--- src/rtl/vec_cmd_issuer.sv ---
// vec_cmd_issuer
//   Takes one host command at a time and sequences it onto the vector
//   accelerator's request interface. It holds the command until the
//   accelerator accepts it and then waits for done. For a read, it also
//   captures the returned vector and holds it on the result port until the
//   consumer takes it.
//
// Ports
//   clk_i, reset_i            clock, asynchronous active-high reset
//   cmd_*_i, cmd_v_i          host command fields and valid
//   cmd_ready_o               high only in IDLE; commands are never buffered
//   acc_*_o, acc_v_o          registered command to the accelerator, with valid
//   acc_ready_i, acc_done_i   accelerator accept / operation complete
//   acc_r_data_i, acc_v_i     accelerator read data and its valid
//   acc_yumi_o                read data consumed (at most once per read)
//   res_data_o, res_v_o       captured read vector and its valid
//   res_yumi_i                consumer takes the result
//   busy_o                    high whenever a command is in flight
//   retired_o                 completed-command count, wraps at 2^16
module vec_cmd_issuer #(
  parameter  int els_p     = 10,
  parameter  int vlen_p    = 4,
  parameter  int vdw_p     = 4,
  localparam int addr_w_lp = (els_p > 1) ? $clog2(els_p) : 1,
  localparam int vec_w_lp  = vlen_p * vdw_p
) (
  input  logic                 clk_i,
  input  logic                 reset_i,

  input  logic [3:0]           cmd_op_i,
  input  logic [addr_w_lp-1:0] cmd_addrA_i,
  input  logic [addr_w_lp-1:0] cmd_addrB_i,
  input  logic [addr_w_lp-1:0] cmd_addrD_i,
  input  logic [vdw_p-1:0]     cmd_scalar_i,
  input  logic [vec_w_lp-1:0]  cmd_wdata_i,
  input  logic                 cmd_v_i,
  output logic                 cmd_ready_o,

  output logic [3:0]           acc_op_o,
  output logic [addr_w_lp-1:0] acc_addrA_o,
  output logic [addr_w_lp-1:0] acc_addrB_o,
  output logic [addr_w_lp-1:0] acc_addrD_o,
  output logic [vdw_p-1:0]     acc_scalar_o,
  output logic [vec_w_lp-1:0]  acc_wdata_o,
  output logic                 acc_v_o,
  input  logic                 acc_ready_i,
  input  logic                 acc_done_i,
  input  logic [vec_w_lp-1:0]  acc_r_data_i,
  input  logic                 acc_v_i,
  output logic                 acc_yumi_o,

  output logic [vec_w_lp-1:0]  res_data_o,
  output logic                 res_v_o,
  input  logic                 res_yumi_i,

  output logic                 busy_o,
  output logic [15:0]          retired_o
);

  typedef enum logic [1:0] {
    ST_IDLE  = 2'd0,
    ST_ISSUE = 2'd1,
    ST_WAIT  = 2'd2,
    ST_RESP  = 2'd3
  } state_e;

  localparam logic [3:0] OP_READ = 4'b1000;

  state_e                 state_q, state_n;

  logic [3:0]             op_q;
  logic [addr_w_lp-1:0]   addr_a_q, addr_b_q, addr_d_q;
  logic [vdw_p-1:0]       scalar_q;
  logic [vec_w_lp-1:0]    wdata_q;
  logic [vec_w_lp-1:0]    res_data_q;
  logic                   captured_q;
  logic                   done_seen_q;
  logic [15:0]            retired_q;

  logic                   is_read;
  logic                   accept;
  logic                   retire;

  assign is_read = (op_q == OP_READ);

  // State register.
  // NOTE: every flop is written with <= so all registers sample the same
  // pre-edge values; reset is in the sensitivity list, so it acts immediately.
  always_ff @(posedge clk_i or posedge reset_i) begin
    if (reset_i) state_q <= ST_IDLE;
    else         state_q <= state_n;
  end

  // Next-state logic. For a read, capture and done can come in either order
  // or together, so this cycle's events are merged with the sticky flags.
  always_comb begin
    // NOTE: the default assignment first means every path assigns state_n,
    // so no latch is inferred.
    state_n = state_q;
    case (state_q)
      ST_IDLE:  if (cmd_v_i) state_n = ST_ISSUE;
      ST_ISSUE: if (acc_ready_i) state_n = ST_WAIT;
      ST_WAIT: begin
        if (is_read) begin
          if ((captured_q || acc_yumi_o) && (done_seen_q || acc_done_i))
            state_n = ST_RESP;
        end else if (acc_done_i) begin
          state_n = ST_IDLE;
        end
      end
      ST_RESP:  if (res_yumi_i) state_n = ST_IDLE;
      default:  state_n = ST_IDLE;
    endcase
  end

  // Output and handshake decode.
  always_comb begin
    cmd_ready_o = (state_q == ST_IDLE);
    acc_v_o     = (state_q == ST_ISSUE);
    res_v_o     = (state_q == ST_RESP);
    busy_o      = (state_q != ST_IDLE);
    accept      = (state_q == ST_IDLE) && cmd_v_i;
    // Read data is consumed only once; after capture, acc_v_i is ignored.
    acc_yumi_o  = (state_q == ST_WAIT) && is_read && !captured_q && acc_v_i;
    retire      = ((state_q == ST_WAIT) && !is_read && acc_done_i) ||
                  ((state_q == ST_RESP) && res_yumi_i);
  end

  // Command, result and bookkeeping registers.
  always_ff @(posedge clk_i or posedge reset_i) begin
    if (reset_i) begin
      op_q        <= '0;
      addr_a_q    <= '0;
      addr_b_q    <= '0;
      addr_d_q    <= '0;
      scalar_q    <= '0;
      wdata_q     <= '0;
      res_data_q  <= '0;
      captured_q  <= 1'b0;
      done_seen_q <= 1'b0;
      retired_q   <= '0;
    end else begin
      if (accept) begin
        op_q        <= cmd_op_i;
        addr_a_q    <= cmd_addrA_i;
        addr_b_q    <= cmd_addrB_i;
        addr_d_q    <= cmd_addrD_i;
        scalar_q    <= cmd_scalar_i;
        wdata_q     <= cmd_wdata_i;
        captured_q  <= 1'b0;
        done_seen_q <= 1'b0;
      end
      if (acc_yumi_o) begin
        res_data_q <= acc_r_data_i;
        captured_q <= 1'b1;
      end
      // Done is only meaningful once the request has been accepted.
      if ((state_q == ST_WAIT) && is_read && acc_done_i)
        done_seen_q <= 1'b1;
      if (retire)
        retired_q <= retired_q + 16'd1;
    end
  end

  assign acc_op_o     = op_q;
  assign acc_addrA_o  = addr_a_q;
  assign acc_addrB_o  = addr_b_q;
  assign acc_addrD_o  = addr_d_q;
  assign acc_scalar_o = scalar_q;
  assign acc_wdata_o  = wdata_q;
  assign res_data_o   = res_data_q;
  assign retired_o    = retired_q;

endmodule
--- config.mk ---
export PLATFORM = sky130hd
export DESIGN_NAME = vec_cmd_issuer
export DESIGN_NICKNAME = d
export VERILOG_FILES = /design/src/rtl/vec_cmd_issuer.sv
export SDC_FILE = /design/constraint.sdc
export NUM_CORES = 1
export LEC_CHECK = 0
export CORE_UTILIZATION = 42
export DETAILED_ROUTE_END_ITERATION = 8
export GPL_ROUTABILITY_DRIVEN = 0
export PLACE_DENSITY = 0.81
export SLEW_MARGIN = 20
export SYNTH_ARGS = -nofsm -noshare
export SYNTH_HDL_FRONTEND = slang
export SYNTH_SLANG_ARGS = --single-unit
export TNS_END_PERCENT = 30
--- constraint.sdc ---
create_clock -name clk_i -period 3.5 [get_ports clk_i]
set_input_delay 0.525 -clock clk_i [delete_from_list [all_inputs] [get_ports clk_i]]
set_output_delay 0.525 -clock clk_i [all_outputs]
set_load 0.01 [all_outputs]
==> summary.txt <==
die area -> 0.00745 mm²
Setup WS post-layout -> 0.678 ns
mapped cell area -> 0.00298 mm²
via count -> 2218
chip height -> 86.3 µm
Crit path required time -> 2.97 ns
leakage power -> 1.98 nW
cells resized by post-CTS repair -> 0
HPWL Detailed -> 4750 µm
DP Area -> 0.00439 mm²
Clock Tree Buf Depth -> 2
number of global-route vias before repair -> 2279
maximum clock rate -> 354 MHz
FF+latch count, synth -> 72
Post-CTS Hold Fix Bufs -> 0
nets@finish -> 404
WHS Endpoint -> retired_o[15]$_DFFE_PP0P_
# clock sinks -> 72
Reg2Reg Capture Point -> acc_wdata_o[4]$_DFFE_PP0P_
final wirelength -> 6590 µm
register area share after synthesis -> 60.4%
most common cell after layout, fill and taps aside -> clkdlybuf4s50_1
flop2flop setup slack -> 1.49 ns
antenna violations before repair -> 0
ant diodes -> 0
Hold Crit Start -> retired_o[15]$_DFFE_PP0P_
RSZ-0062 raised after global routing -> false
CTS clk-pin slew, worst paths -> 0.07 ns
drt initial violations -> 71
MaxCap Viol Count -> 0
Slew @ Worst Pin -> 0.859 ns
Mapped Avg Cell Area -> 14.3 µm²
crit path time final -> 2.82 ns
worst hold slack -> 0.479 ns
Netlist cell types -> 29
Reg2Reg Launch Point -> state_q[1]$_DFFE_PP0P_
Area growth, synth to finish -> 55.4%
post-route ant nets -> 0
pin count of the biggest net entering global routing -> 73
power density over the cells -> 773 mW/mm²
Root Buffer -> clkbuf_8
Initial Utilization -> 43.7%
first-pass GRT wire length -> 10600 µm
crit path max fanout -> 18
H-tree levels -> 3
CORE AREA -> 0.00683 mm²
WS Path Type -> register to output pin
Buffers on Ports -> 131
Max Transition Viols Final -> 0
share of post-route cells with drive strength above 1 -> 22.1%
fin crit share -> 80.6%
GRT Total Usage -> 18.8%
post-layout util -> 67.9%
clock latency on the worst-skew pair -> 0.34 ns
WHS Path Cells -> 1
Design Power -> 3.58 mW
Post-CTS Repair Setup Buffers -> 0
final setup violating endpoints -> 0
Clock Skew -> 0.00596 ns
fillers -> 553
Ys Warns -> 0
drt first pass iters -> 5
CTS tree -> done
setup_tns -> 0 ns
pre-CTS worst setup slack -> 0.904 ns
CP Launch Type -> register
Post-Syn Nets -> 269
Slew HR -> 42.8%
wire per inst -> 14.8 µm
Design Area, Final -> 0.00464 mm²
number of vias per cell -> 4.98
CP arrival -> 2.30 ns
R2R depth -> 3
chip width -> 86.3 µm
post-synthesis cell count -> 209
Site Rows -> 30
worst hold-check path type -> register to register
IR drop worst, VDD -> 0.423 mV
cts bufs inserted -> 9
IO Count -> 132
DRC Markers -> 0
status -> complete, no violations
Final Hold Fails -> 0
Placed Cells -> 429
grt total ovfl -> 0
Worst setup EP type -> output pin
highest-count cells in the layout ignoring fill and taps -> clkdlybuf4s50_1, dfrtp_1, mux2_2, clkbuf_8
count of non-filler cells in the finished layout -> 445
-- final cells by class --
| type | instances | area (µm²) | area share (%) |
|---|---|---|---|
| Sequential cell | 72 | 1800 | 38.9 |
| Timing Repair Buffer | 132 | 1330 | 28.7 |
| Multi-Input combinational cell | 123 | 1120 | 24.1 |
| Clock buffer | 11 | 141 | 3.05 |
| Tap cell | 96 | 120 | 2.59 |
| Clock inverter | 5 | 104 | 2.24 |
| Inverter | 6 | 22.5 | 0.486 |
-- worst max-delay path by stage --
| stage | start | endpoint | cells after the start |
|---|---|---|---|
| floorplan | reset_i | acc_addrA_o[0]$_DFFE_PP0P_ | 1 |
| global placement | acc_v_i | acc_yumi_o | 4 |
| detailed placement | acc_v_i | acc_yumi_o | 4 |
| CTS | acc_op_o[0]$_DFFE_PP0P_ | acc_yumi_o | 4 |
| global route | acc_op_o[0]$_DFFE_PP0P_ | acc_yumi_o | 4 |
| finish | acc_op_o[0]$_DFFE_PP0P_ | acc_yumi_o | 4 |
-- cell families after synthesis --
| logic type | Yosys count | share of synthesized area, % |
|---|---|---|
| AO/OA/AOI/OAI | 11 | 2.85 |
| XOR/XNOR | 15 | 4.40 |
| adder cells (fa/ha/maj) | 1 | 0.419 |
| buffers and inverters | 14 | 2.26 |
| flip-flops | 72 | 60.4 |
| multiplexers | 54 | 20.4 |
| AND/OR/NAND/NOR | 42 | 9.31 |
-- report_power, final --
group | leakage (nW) | internal (mW) | switching, mW
clock | 0.124 | 0.493 | 0.303
sequential | 0.907 | 1.13 | 0.214
combinational | 0.954 | 0.907 | 0.534
-- per-layer routing --
metal / GRT usage [%] / vias to the layer above / wire (µm)
met3: 6.76 / 14 / 532
li1: - / 1018 / -
met4: 8.33 / 0 / 104
met2: 31.5 / 87 / 3350
met5: 0 / - / 0
met1: 21.8 / 1099 / 2600
-- Yosys cell counts --
cell type  count  share of area, %
a21o_1         1              0.25
a21oi_1        2              0.34
a221o_1        1              0.34
a31oi_1        1              0.21
a32o_1         2              0.67
a32oi_2        1              0.55
and2_1         5               1.0
and2b_2        1              0.29
and3_1         1              0.21
and4_1         3              0.88
buf_2          6               1.0
buf_6          1              0.38
clkbuf_1       1              0.13
dfrtp_1       72                60
ha_1           1              0.42
inv_1          6              0.75
mux2_2        54                20
nand2_1        9               1.1
nand3_1        3              0.50
nand4_1        8               1.7
nand4_4        1              0.71
nor2_1         4              0.50
nor3_1         3              0.50
nor4b_1        2              0.59
nor4b_4        1              0.80
o21ai_0        3              0.50
or4b_4         1              0.46
xnor2_1        9               2.6
xor2_1         6               1.8
-- registers in the layout, summed over array words and instances (netlist names) --
name and count:
captured_q 1, acc_scalar_o 4, done_seen_q 1, acc_wdata_o 16, acc_op_o 4, acc_addrB_o 4, acc_addrD_o 4, state_q 2
acc_addrA_o 4, res_data_o 16, retired_o 16
-- worst max-delay path: stages, from the launching register on --
cell,delay (ns)
dfrtp_1,0.43
nor4b_4,0.46
nand4_4,0.37
inv_1,0.15
clkdlybuf4s50_1,0.55
No activity file was read; power rests on OpenSTA's default activity.
